<file path="src/rtl/sha2_pkg.sv">
// Shared SHA-2 definitions: schedule FSM states, legal round counts and the
// rotate/shift amounts of the small-sigma functions for both word widths.
package sha2_pkg;

    typedef enum logic [1:0] {
        LOAD   = 2'd0,
        EXPAND = 2'd1,
        DRAIN  = 2'd2
    } state_t;

    localparam int ROUNDS_W32 = 64;
    localparam int ROUNDS_W64 = 80;

    localparam int S0_R1_W32 = 7;
    localparam int S0_R2_W32 = 18;
    localparam int S0_SH_W32 = 3;
    localparam int S1_R1_W32 = 17;
    localparam int S1_R2_W32 = 19;
    localparam int S1_SH_W32 = 10;

    localparam int S0_R1_W64 = 1;
    localparam int S0_R2_W64 = 8;
    localparam int S0_SH_W64 = 7;
    localparam int S1_R1_W64 = 19;
    localparam int S1_R2_W64 = 61;
    localparam int S1_SH_W64 = 6;

    function automatic int legal_rounds(input int word_w);
        return (word_w == 64) ? ROUNDS_W64 : ROUNDS_W32;
    endfunction

    // kind: 0 = first rotate, 1 = second rotate, 2 = plain right shift.
    function automatic int sigma_amt(input int word_w, input int sel, input int kind);
        int amt;
        amt = 0;
        if (word_w == 64) begin
            case ({sel[0], kind[1:0]})
                3'b000:  amt = S0_R1_W64;
                3'b001:  amt = S0_R2_W64;
                3'b010:  amt = S0_SH_W64;
                3'b100:  amt = S1_R1_W64;
                3'b101:  amt = S1_R2_W64;
                default: amt = S1_SH_W64;
            endcase
        end else begin
            case ({sel[0], kind[1:0]})
                3'b000:  amt = S0_R1_W32;
                3'b001:  amt = S0_R2_W32;
                3'b010:  amt = S0_SH_W32;
                3'b100:  amt = S1_R1_W32;
                3'b101:  amt = S1_R2_W32;
                default: amt = S1_SH_W32;
            endcase
        end
        return amt;
    endfunction

endpackage

</file>
<file path="src/rtl/sha2_small_sigma.sv">
// Combinational SHA-2 small sigma: SEL=0 gives s0, SEL=1 gives s1.
// Pure XOR of two rotates and one logical shift.
module sha2_small_sigma
    import sha2_pkg::*;
#(
    parameter int WORD_W = 32,
    parameter int SEL    = 0
) (
    input  logic [WORD_W-1:0] i_x,
    output logic [WORD_W-1:0] o_y
);

    localparam int R1 = sigma_amt(WORD_W, SEL, 0);
    localparam int R2 = sigma_amt(WORD_W, SEL, 1);
    localparam int SH = sigma_amt(WORD_W, SEL, 2);

    logic [WORD_W-1:0] w_rot1;
    logic [WORD_W-1:0] w_rot2;
    logic [WORD_W-1:0] w_shr;

    assign w_rot1 = (i_x >> R1) | (i_x << (WORD_W - R1));
    assign w_rot2 = (i_x >> R2) | (i_x << (WORD_W - R2));
    assign w_shr  = i_x >> SH;
    assign o_y    = w_rot1 ^ w_rot2 ^ w_shr;

endmodule

</file>
<file path="src/rtl/msg_schedule_expander.sv">
// SHA-2 message schedule: loads a 16-word block, then streams W[0..ROUNDS-1]
// from a 16-entry circular buffer through a single output register.
module msg_schedule_expander
    import sha2_pkg::*;
#(
    parameter int WORD_W = 32,
    parameter int ROUNDS = 64
) (
    input  logic              clock,
    input  logic              reset,
    input  logic              flush,
    input  logic              load_valid,
    input  logic [WORD_W-1:0] load_word,
    output logic              load_ready,
    output logic              w_valid,
    output logic [WORD_W-1:0] w_word,
    output logic [6:0]        w_index,
    input  logic              w_ready,
    output logic              busy,
    output logic              block_done,
    output logic [1:0]        dbg_state
);

    if (!((WORD_W == 32 || WORD_W == 64) && ROUNDS == legal_rounds(WORD_W))) begin : g_bad_cfg
        $error("msg_schedule_expander: unsupported WORD_W/ROUNDS pairing");
    end

    localparam logic [6:0] LAST_T = 7'(ROUNDS - 1);

    state_t            r_state;
    logic [6:0]        r_t;
    logic              r_out_valid;
    logic [WORD_W-1:0] r_out_word;
    logic [6:0]        r_out_index;
    logic [WORD_W-1:0] r_buf [16];

    logic              w_slot_free;
    logic              w_load_acc;
    logic              w_exp_issue;
    logic              w_last_hs;
    logic [3:0]        w_slot;
    logic [3:0]        w_load_slot;
    logic [3:0]        w_slot_m2;
    logic [3:0]        w_slot_m7;
    logic [3:0]        w_slot_m15;
    logic [WORD_W-1:0] w_s0;
    logic [WORD_W-1:0] w_s1;
    logic [WORD_W-1:0] w_expanded;

    // A transfer happens on a rising edge where valid and ready are both high;
    // the output register may be refilled whenever it is empty or being taken.
    assign w_slot_free = !r_out_valid || w_ready;
    assign load_ready  = ((r_state == LOAD) || (r_state == DRAIN)) && w_slot_free;
    assign w_load_acc  = load_valid && load_ready;
    assign w_exp_issue = (r_state == EXPAND) && w_slot_free;
    assign w_last_hs   = (r_state == DRAIN) && r_out_valid && w_ready;

    // Leaving DRAIN restarts at t=0 even though r_t still holds ROUNDS-1.
    assign w_slot      = r_t[3:0];
    assign w_load_slot = (r_state == DRAIN) ? 4'd0 : w_slot;
    assign w_slot_m2   = w_slot - 4'd2;
    assign w_slot_m7   = w_slot - 4'd7;
    assign w_slot_m15  = w_slot + 4'd1;

    sha2_small_sigma #(.WORD_W(WORD_W), .SEL(0)) u_sigma0 (
        .i_x (r_buf[w_slot_m15]),
        .o_y (w_s0)
    );

    sha2_small_sigma #(.WORD_W(WORD_W), .SEL(1)) u_sigma1 (
        .i_x (r_buf[w_slot_m2]),
        .o_y (w_s1)
    );

    assign w_expanded = w_s1 + r_buf[w_slot_m7] + w_s0 + r_buf[w_slot];

    always_ff @(posedge clock) begin
        if (reset && !flush) begin
            if (w_load_acc) begin
                r_buf[w_load_slot] <= load_word;
            end else if (w_exp_issue) begin
                r_buf[w_slot] <= w_expanded;
            end
        end
    end

    always_ff @(posedge clock) begin
        if (!reset) begin
            r_state     <= LOAD;
            r_t         <= 7'd0;
            r_out_valid <= 1'b0;
            r_out_word  <= '0;
            r_out_index <= 7'd0;
        end else if (flush) begin
            r_state     <= LOAD;
            r_t         <= 7'd0;
            r_out_valid <= 1'b0;
        end else begin
            if (w_slot_free) begin
                r_out_valid <= 1'b0;
            end
            case (r_state)
                LOAD: begin
                    if (w_load_acc) begin
                        r_out_valid <= 1'b1;
                        r_out_word  <= load_word;
                        r_out_index <= r_t;
                        r_t         <= r_t + 7'd1;
                        if (r_t == 7'd15) begin
                            r_state <= EXPAND;
                        end
                    end
                end
                EXPAND: begin
                    if (w_exp_issue) begin
                        r_out_valid <= 1'b1;
                        r_out_word  <= w_expanded;
                        r_out_index <= r_t;
                        if (r_t == LAST_T) begin
                            r_state <= DRAIN;
                        end else begin
                            r_t <= r_t + 7'd1;
                        end
                    end
                end
                DRAIN: begin
                    if (w_last_hs) begin
                        r_state <= LOAD;
                        if (w_load_acc) begin
                            r_out_valid <= 1'b1;
                            r_out_word  <= load_word;
                            r_out_index <= 7'd0;
                            r_t         <= 7'd1;
                        end else begin
                            r_t <= 7'd0;
                        end
                    end
                end
                default: r_state <= LOAD;
            endcase
        end
    end

    assign w_valid    = r_out_valid;
    assign w_word     = r_out_word;
    assign w_index    = r_out_index;
    assign block_done = w_last_hs && reset && !flush;
    assign busy       = (r_state != LOAD) || (r_t != 7'd0) || r_out_valid;
    assign dbg_state  = r_state;

endmodule

</file>
<file path="config.mk">
export PLATFORM = sky130hd
export DESIGN_NAME = msg_schedule_expander
export DESIGN_NICKNAME = d
export VERILOG_FILES = /design/src/rtl/sha2_pkg.sv /design/src/rtl/sha2_small_sigma.sv /design/src/rtl/msg_schedule_expander.sv
export SDC_FILE = /design/constraint.sdc
export NUM_CORES = 1
export LEC_CHECK = 0
export CELL_PAD_IN_SITES_DETAIL_PLACEMENT = 1
export CELL_PAD_IN_SITES_GLOBAL_PLACEMENT = 1
export CORE_MARGIN = 8
export CORE_UTILIZATION = 50
export CTS_BUF_LIST = sky130_fd_sc_hd__clkbuf_4 sky130_fd_sc_hd__clkbuf_8
export DETAILED_ROUTE_END_ITERATION = 8
export HOLD_SLACK_MARGIN = 0.1
export PLACE_DENSITY = 0.79
export SYNTH_ARGS = -nofsm -noshare
export SYNTH_HDL_FRONTEND = slang
export SYNTH_SLANG_ARGS = --single-unit
</file>
<file path="constraint.sdc">
create_clock -name clock -period 15.9 [get_ports clock]
set_input_delay 2.385 -clock clock [delete_from_list [all_inputs] [get_ports clock]]
set_output_delay 2.385 -clock clock [all_outputs]
set_load 0.02 [all_outputs]
</file>
==> summary.txt <==
Final layout
  • Post-route insts no fill: between 3000 and 4000
  • Fillers: 6178
  • Final #Nets: about 2300
  • Layout cells sized above 1: between 30% and 40%
  • Post-route cell area: 38400 um2
  • P&R area growth vs syn: 11.0%

Drt
  • Post-route ant nets: 0
  • Vias per Instance: about 7
  • Initial DRC count: around 3000
  • Via count: approximately 22000
  • Routed WL per cell: approximately 37 um
  • DRT Wirelength: about 110000 um
  • TritonRoute pass-1 iters: 5
  • DRC viols: 0

Floorplan
  • Width of the die: between 200 and 300 um
  • Initial core utilization: between 50% and 60%
  • Core Rows: 96
  • Die Ht: ~280 um
  • Die ar.: slightly below 80000 um2
  • IO Pins: 82
  • Core area: between 60000 and 70000 um2

GRT
  • GR Overflow Total: 0
  • Number of global-route vias before repair: ~23000
  • First-pass GRT wire length: 166000 um
  • Largest net degree at the start of global routing: roughly 110
  • Antenna violations before repair: 1
  • Global Route Usage Sum: around 29%

Timing
  • Hold Vio Cnt, Final: 0
  • Slew HR: between 10% and 20%
  • Post-route setup slack: 6930 ps
  • Period utilisation layout: a little under three fifths
  • Worst-margin pin slew: 1210 ps
  • Setup TNS: 0 ps
  • RSZ-0062 raised after global routing: no
  • Setup Skew: ~34 ps
  • Crit path time final: 8970 ps
  • Number of setup violations in the final report: 0
  • F_max: ~110 MHz
  • Max-slew violations: 0

Outcome
  • Status: complete, no violations

Power and ir drop
  • Static leakage: 12.3 nW
  • Clock power share: between 30 and 40%
  • Seq pwr share: between 40% and 50%
  • Net Switching: around 1.3 mW
  • Power after layout: 4.06 mW
  • Sw Ratio: 32.4%
  • Int Power: roughly 2.7 mW
  • Power Density: around 110 nW/um2
  • Logic pwr share: between 20% and 30%
  • VDD IR max: 0.0608 mV

Synthesis
  • Syn Nets: around 2200
  • Count of state elements after synthesis: around 570
  • EDFF count, synth: 512
  • Synth Flop Type: edfxtp_1
  • Synth async-reset ratio: 0%
  • Synth warnings: 0
  • Sequential element share of the synthesized area: 47.6%
  • Synth cell types: 57
  • Mean Syn Cell Area: approximately 17 um2
  • Mapped Area: ~35000 um2
  • Gate Count Post-Synth: between 2000 and 2500

Worst setup path
  • Worst-path cell chain: inv_1 -> ha_4 -> buf_4 -> mux4_2 -> mux4_2 -> xor2_1 -> xnor2_1 -> fa_1 -> fa_1 -> inv_1 -> ha_1 -> nor2b_1 -> o311a_1 -> a211oi_2 -> o41ai_4 -> a31oi_1 -> nor2_1 -> a311oi_1 -> xnor2_1 -> o21ai_1
  • Slowest-stage cell, CP: o21ai_1
  • Worst R2R End: r_buf[8][31]
  • Worst setup EP type: register
  • WP data arrival: between 9000 and 10000 ps
  • Crit path launch type: register
  • CP peak stage delay: 950 ps
  • Worst Path Required: 16210 ps
  • CP top delay family: compound AO/OA/AOI/OAI gates
  • Reg2reg start: r_t[0]
  • Setup Crit Path Kind: reg2reg
  • Worst path bufs/invs: 3
  • R2R depth: 20
  • Internal reg-to-reg setup slack: around 6900 ps
  • CP Launch Point: r_t[0]
  • Crit-path max FO: 54

Min path
  • Hold Path Depth: 2
  • Worst Hold End: w_index[2]
  • Hold Startpoint: w_index[2]
  • Worst min-delay path class: reg2reg

Clock network
  • Post-CTS setup buffer count: 0
  • Clock Path Buffers: 3
  • Clock sink count: ~570
  • H-tree depth: 3
  • Worst-Skew Late Latency: roughly 700 ps
  • Cts-stage hold buffer count: 0
  • CTS root buffer: clkbuf_8
  • Clock buffer count from CTS: 93
  • CTS tree: built
  • Clk slew on worst S/H paths: ~70 ps
  • Resize count post-CTS: 0

Place
  • GP Congestion: roughly 0.91
  • Post-DP Area: roughly 37000 um2
  • Post-Place Worst Slack: roughly 7000 ps
  • Buffers on Ports: 81
  • Post-DP HPWL: 72100 um
  • Placed Cells: roughly 2900

Run
  • Maxcap violations: 0
layer usage:
| layer | up-vias | track usage [%] | routed length, um |
|---|---|---|---|
| met5 | - | 0 | 0 |
| met4 | 0 | 15.7 | 7050 |
| met3 | 325 | 6.78 | 12600 |
| met2 | 1725 | 46.6 | 53800 |
| met1 | 11800 | 37.9 | 41400 |
| li1 | 8644 | - | - |
worst reg2reg max path: cells and delay by family (launching register included):
kind,cells,cell delay [ps]
XOR/XNOR,3,710
AO/OA/AOI/OAI,6,2460
buffers and inverters,3,1110
AND/OR/NAND/NOR,2,290
flip-flops,1,780
adder cells (fa/ha/maj),4,2180
multiplexers,2,1020
metrics by stage:
stage,utilization [%],hold WS (ps)
2_1_floorplan,-,480
3_3_place_gp,53.3,445
3_5_place_dp,53.3,456
4_1_cts,56.0,465
5_1_grt,56.0,488
6_report,56.0,462
sequential cells by signal (all words and copies together) (netlist names), named ones only:
signal	flops
w_valid	1
w_word	32
dbg_state	2
r_t	7
w_index	7
r_buf	512
layout by cell type, fill, tap and decap left out, drive strengths merged, types with 5 or more instances in the layout:
cell / n
a21o: 17
a21oi: 57
a311oi: 10
a31oi: 9
buf: 55
bufinv: 5
clkbuf: 113
clkdlybuf4s50: 81
clkinv: 45
clkinvlp: 5
dfxtp: 53
edfxtp: 512
fa: 62
ha: 35
inv: 138
mux4: 512
nand2: 129
nand3: 32
nand4: 5
nor2: 72
nor3: 14
o211ai: 7
o21ai: 48
o21bai: 6
or3: 9
xnor2: 78
xor2: 74
Yosys cell counts (all sizes together) (3+ instances only):
library cell	n	share of area (%)
edfxtp	512	44
mux4	512	33
inv	137	1.5
nand2	129	1.4
clkbuf	85	0.92
xnor2	78	2.0
xor2	74	1.9
nor2	72	0.78
buf	64	0.91
fa	62	3.6
a21oi	57	0.83
dfxtp	53	3.1
o21ai	48	0.70
ha	35	1.3
nand3	32	0.46
a21o	17	0.37
nor3	14	0.20
a311oi	10	0.25
a31oi	9	0.16
or3	9	0.16
o211ai	7	0.17
o21bai	6	0.13
nand4	5	0.090
a211oi	4	0.10
and3	4	0.072
nand2b	4	0.072
o31ai	4	0.087
mux2i	3	0.087
nor2b	3	0.054
or2	3	0.054
or4	3	0.065
layout make-up:
cell class / count / area, um2 / area share, %
diodes: 2 / 5.00 / 0.0130
well taps: 882 / 1100 / 2.88
clock buffers: 113 / 1440 / 3.74
multi-input cells: 1228 / 17200 / 44.8
flip-flops and latches: 565 / 16500 / 42.9
clock inverters: 56 / 412 / 1.07
repair buffers: 136 / 1260 / 3.29
inverters: 137 / 514 / 1.34
power groups by stage:
stage               sequential, mW  clock (mW)  combinational, mW
floorplan                     1.67           0              0.763
global placement              1.67           0               1.07
detailed placement            1.67           0               1.09
CTS                           1.64        1.32               1.10
global route                  1.64        1.37               1.20
finish                        1.64        1.30               1.12
worst max-delay path by stage:
stage	cells past startpoint	end
2_1_floorplan	28	r_buf[0][15]
3_3_place_gp	22	r_buf[10][31]
3_5_place_dp	20	r_buf[0][31]
4_1_cts	20	r_buf[8][31]
5_1_grt	22	r_buf[8][31]
6_report	20	r_buf[8][31]
kinds of logic (layout without fill, tap and decap cells):
group / after synthesis / after routing / share of synthesized area, %
compound gates: 180 / 180 / 3.31
xor+xnor: 152 / 152 / 3.96
fa+ha+maj: 97 / 97 / 4.86
buf+inv: 286 / 442 / 3.32
flops: 565 / 565 / 47.6
mux: 515 / 515 / 33.4
other cells: 0 / 2 / 0
simple gates: 284 / 284 / 3.55
Power figures use the tool's default switching activity.
==> patch 1, RTL diff (same flow settings) <==
Reset style: asynchronous (`reset`), changed in one clocked block.
--- a/src/rtl/msg_schedule_expander.sv
+++ b/src/rtl/msg_schedule_expander.sv
@@ -85,5 +85,5 @@
     end
 
-    always_ff @(posedge clock) begin
+    always_ff @(posedge clock or negedge reset) begin
         if (!reset) begin
             r_state     <= LOAD;
Check against the original RTL: differs if reset is asserted again (counterexample within 4 cycles, from zero or initial values and one cycle with reset low); with reset held inactive, the same outputs for 4 cycles.
==> patch 1 against the original RTL <==
Sequential cell count shrank 4; cell area grew 0.26%; worst setup slack lost 0.77 ns; synthesized area shrank 0.34%; sequential share of layout area grew 0.31 points; first-iteration DRC count shrank 4.7%; synthesized cell count grew 5.4%; via count grew 1.5%; non-clock buffer count grew 15; wire length shrank 4.3%; critical path type unchanged.
Power is not shown: default switching activity piles up to over one toggle a cycle in this logic, so the estimate is an artifact.
==> patch 1: results (changes against the original RTL) <==
Status
  – Status: complete, no violations

Place
  – Placed cells: 3072 (+4.2%)
  – Detailed placer's ending HPWL: 72.17 mm (about the same)

Route
  – Met2 WL: 51.41 mm (-4.4%)
  – Drt initial violations: 2886 (-4.7%)
  – WL met1: 41.39 mm (about the same)
  – Met3 WL post-DR: 11.74 mm (-6.6%)
  – Vias per cell: 7.014 (-2.6%)

Clock network
  – CTS Buf Count: 97 (+4.3%)
  – Setup Buffers After CTS: 0 (unchanged)

Final layout
  – Final #Nets: 2428 (+5.8%)
  – Layout cells sized above 1: 30.84% (-2.6 points)

Synth
  – Synth cell types: 59 (+3.5%)
  – Seq/Total Area, Yosys: 48.19% (+0.64 points)
  – Synth Instances: 2191 (+5.4%)

Worst setup path
  – Worst path slowest cell: dfrtp_4
  – Worst Path Max Fanout: 69 (+28%)
  – Critical path's largest stage delay: 0.97 ns (+0.02 ns)
  – CP Data Arrival Time: 10.07 ns (+0.80 ns)

Global routing
  – First-pass GRT wire length: 161.4 mm (-2.9%)
  – Global Route met1 Usage: 37.26% (-0.63 points)
  – Total GRT Usage: 28.17% (-1.2 points)
  – Met2 usage: 44.18% (-2.5 points)
  – Largest net degree at the start of global routing: 126 (+20%)
  – Routing usage on met3: 6.784% (about the same)
  – Antenna violations before repair: 2 (+1)

Timing
  – Final worst clock skew: 0.03123 ns (-0.002401 ns)
patch 1: cell types whose count changed after synthesis, moves of 22 or more:
| cell | unedited run | this run |
|---|---|---|
| nand2_1 | 129 | 188 |
| mux2i_1 | 3 | 30 |
| dfrtp_1 | 0 | 49 |
| mux2_2 | 0 | 33 |
| nor2_1 | 72 | 45 |
| mux4_2 | 512 | 440 |
| o21ai_0 | 47 | 144 |
| dfxtp_1 | 53 | 0 |
| clkbuf_1 | 85 | 63 |
patch 1: path summary, 6_finish.rpt:
path                            depth (start not counted)           end  startpoint  slack, ns
worst max-delay path                                   20  r_buf[1][31]      r_t[1]       6.17
worst min-delay path                                    2     w_word[4]   w_word[4]       0.47
worst max register to register                         20  r_buf[1][31]      r_t[1]       6.17
worst min register to register                          2     w_word[4]   w_word[4]       0.47
max in group asynchronous                               2        r_t[0]       reset      13.58
min in group asynchronous                               2        r_t[3]       reset       1.82
patch 1: stage by stage:
step | cell area, µm² | util [%] | worst slack [ns]
final | 38460 | 56.17 | 6.169
after global routing | 38460 | 56.17 | 5.705
after CTS | 38450 | 56.17 | 6.326
after detailed placement | 36420 | 53.19 | 6.345
after global placement | 36420 | 53.19 | 6.722
after floorplan | 34450 | - | 7.174
patch 1: final cells by class:
class,count,area (µm²)
fillers,6357,30010
multi-input cells,1356,16900
flip-flops and latches,561,16610
clock buffers,131,1634
repair buffers,151,1344
well taps,882,1104
inverters,122,457.9
clock inverters,46,402.9
diodes,1,2.502
patch 1: kinds of logic (layout without fill, tap and decap cells):
kind of cell	Yosys count	after routing	share of synthesized area, %
XOR/XNOR	153	153	3.934
multiplexers	507	507	30.85
adder cells (fa/ha/maj)	102	102	5.056
buffers and inverters	274	450	3.334
AO/OA/AOI/OAI	274	274	4.595
other	0	1	0
flip-flops	561	561	48.19
AND/OR/NAND/NOR	320	320	4.043
==> patch 2, RTL diff (same settings) <==
Without the edit above. Put one more register stage on the output `dbg_state`, without a reset. The value now appears one clock later. The other outputs are not delayed to match.
--- a/src/rtl/msg_schedule_expander.sv
+++ b/src/rtl/msg_schedule_expander.sv
@@ -147,5 +147,7 @@
     assign block_done = w_last_hs && reset && !flush;
     assign busy       = (r_state != LOAD) || (r_t != 7'd0) || r_out_valid;
-    assign dbg_state  = r_state;
+    always_ff @(posedge clock) begin
+        dbg_state <= r_state;
+    end
 
 endmodule
Function: no difference found for any inputs over 4 cycles, from zero or initial values and one cycle with reset low; that may be too few to reach the edited logic, so the function may still have changed.
==> patch 2 against the original RTL <==
Worst setup slack worse by 0.64 ns; die area down 0.10%; cell area up 0.35%; synthesized area down 0.11%; clock skew up 0.0093 ns; wire length up 2.3%; synthesized cell count down 1.3%; largest cell class unchanged; largest power group unchanged; core utilization up 0.19 points; the run now ends with capacitance limit left; sequential cell count up 2; total power up 3.9%; sequential power about the same.
==> patch 2: results (changes against the original RTL) <==
Status
  – Status: complete, but fails checks
  – Failing checks: capacitance limit

Route
  – Vias per cell: 7.388 (+2.6%)
  – Wire per inst: 37.86 µm (+2.9%)
  – WL final: 117.4 mm (+2.3%)
  – Drt initial violations: 2955 (-2.4%)

Synth
  – Synth cell types: 60 (+5.3%)
  – Xor/xnor share of the synthesized area: 3.972% (+0.012 points)
  – Synth Instances: 2052 (-1.3%)
  – EDFF count, synth: 512 (unchanged)
  – Post-synth ARST share: 0% (unchanged)
  – Seq/Total Area, Yosys: 47.72% (+0.17 points)
  – Adder-cell share of the synthesized area: 4.863% (+0.0053 points)
  – Largest cells by area after synthesis: edfxtp_1 45%, mux4_2 33%, fa_1 3.6%
  – Synth Warn #: 0 (unchanged)
  – Mux cell area share after synthesis: 33.49% (+0.040 points)
  – Syn Nets: 2186 (-1.2%)
  – Compound-Gate Fraction of Synth Area: 3.588% (+0.28 points)
  – Synth top cells by count: 512 x edfxtp_1, 512 x mux4_2, 130 x inv_1

Place
  – Detailed placer's ending HPWL: 74.79 mm (+3.7%)
  – GPL Wtd Cong: 0.9522 (+4.2%)
  – Placed cells: 2925 (-0.78%)
  – Placement Cell Area: 0.03648 mm² (about the same)

Global routing
  – Total GRT Usage: 30.09% (+0.69 points)
  – Largest net degree at the start of global routing: 99 (-5.7%)
  – First-pass GRT wire length: 170.3 mm (+2.5%)
  – Vias in the first global route: 23590 (+1.7%)
  – Antenna violations before repair: 5 (+4)

Clock network
  – Clock latency at the later pin of the worst-skew pair: 0.72 ns
  – Hold Buf Count CTS: 0 (unchanged)
  – CTS Buf Count: 94 (+1.1%)

Timing
  – Rel. slew slack: 0.4225% (-18 points)
  – Hold slack: 0.4633 ns (+0.001370 ns)
  – Final worst clock skew: 0.04295 ns (+0.009317 ns)

Min path
  – Worst Hold Depth: 2 (unchanged)
  – Worst Hold End: w_index[3]
  – Min-delay src: w_index[3]

Worst setup path
  – CP Data Arrival Time: 9.90 ns (+0.63 ns)
  – R2r startpoint: r_t[0]
  – Worst R2R Path Depth: 19 (-5.0%)
  – Reg2reg setup slack: 6.30 ns (-0.64 ns)
  – Worst Path Max Fanout: 47 (-13%)
  – R2R Path End: r_buf[1][29]

Pwr
  – Max VDD drop: 61.30 µV (+0.77%)
  – Leak: 12.45 nW (+1.3%)

Final layout
  – Final #Nets: 2273 (-0.96%)
  – Layout cells sized above 1: 33.95% (+0.48 points)

Flow run
  – Number of max-cap violations: 1 (+1)
[patch 2: changes by cell type after synthesis, moves of 5 or more]
cell      unedited run  this run
o211a_1              2        12
o21ai_1              1        27
nand2_1            129       119
a311oi_1            10         5
inv_1              137       130
nor3_1              14         8
nor2_1              72        51
o21ai_0             47        24
[patch 2: cell type report]
type	instances	area, µm²
Timing Repair Buffer	138	1251
Tap cell	882	1104
Clock buffer	127	1567
Antenna cell	1	2.502
Fill cell	6199	29980
Clock inverter	48	442.9
Inverter	131	491.7
Multi-Input combinational cell	1207	17140
Sequential cell	567	16490
[patch 2: worst max-delay path: stages (launching register included)]
cell       delay (ns)
dfxtp_4          0.79
buf_4            0.66
buf_4            0.66
buf_4            0.82
mux4_2           0.62
mux4_2           0.55
xor2_1           0.33
xnor2_1          0.15
fa_1             0.57
fa_1             0.46
fa_1             0.42
nand2b_1         0.18
a211oi_1         0.39
o2111ai_1        0.26
a21oi_1          0.47
a31oi_1          0.19
nand2b_1         0.11
a21oi_1          0.08
xor2_1           0.17
o21ai_1          1.13
[patch 2: kinds of logic (layout without fill, tap and decap cells)]
family | Yosys count | after routing
other | 0 | 1
xor gates and xnor gates | 154 | 154
adders and majority gates | 97 | 97
AOI/OAI and AO/OA | 195 | 195
DFF | 567 | 567
and+or+nand+nor | 246 | 246
muxes | 515 | 515
buffers and inverters | 278 | 444
[patch 2: per-layer routing]
layer | track usage [%] | wire length (µm)
met5 | 0 | 0
met4 | 15.44 | 6864
met2 | 47.06 | 55000
met3 | 7.547 | 13830
met1 | 39.20 | 41690
[patch 2: how the worst max path moves through the flow]
stage	from	end	slack, ns	cells after the start
5_1_grt	r_t[0]	r_buf[1][25]	5.73	19
6_report	r_t[0]	r_buf[1][29]	6.30	19
3_3_place_gp	r_t[0]	r_buf[12][29]	6.79	19
4_1_cts	r_t[0]	r_buf[8][28]	6.39	20
2_1_floorplan	r_t[1]	r_buf[0][25]	8.20	28
3_5_place_dp	r_t[0]	r_buf[3][28]	6.42	20
[patch 2: report_power, final]
| part | leakage (nW) | switching (W) | total, W | internal (W) |
|---|---|---|---|---|
| Combinational | 6.34 | 0.000704 | 0.00117 | 0.000464 |
| Sequential | 5.06 | 0.0000109 | 0.00164 | 0.00163 |
| Clock | 1.06 | 0.000626 | 0.00141 | 0.000787 |
| Total | 12.5 | 0.00134 | 0.00422 | 0.00288 |
[patch 2: through the flow]
stage               setup slack, ns  total power, W
floorplan                     8.202        0.002487
global route                  5.727        0.004372
CTS                           6.391        0.004211
detailed placement            6.420        0.002808
global placement              6.788        0.002775
finish                        6.298        0.004224
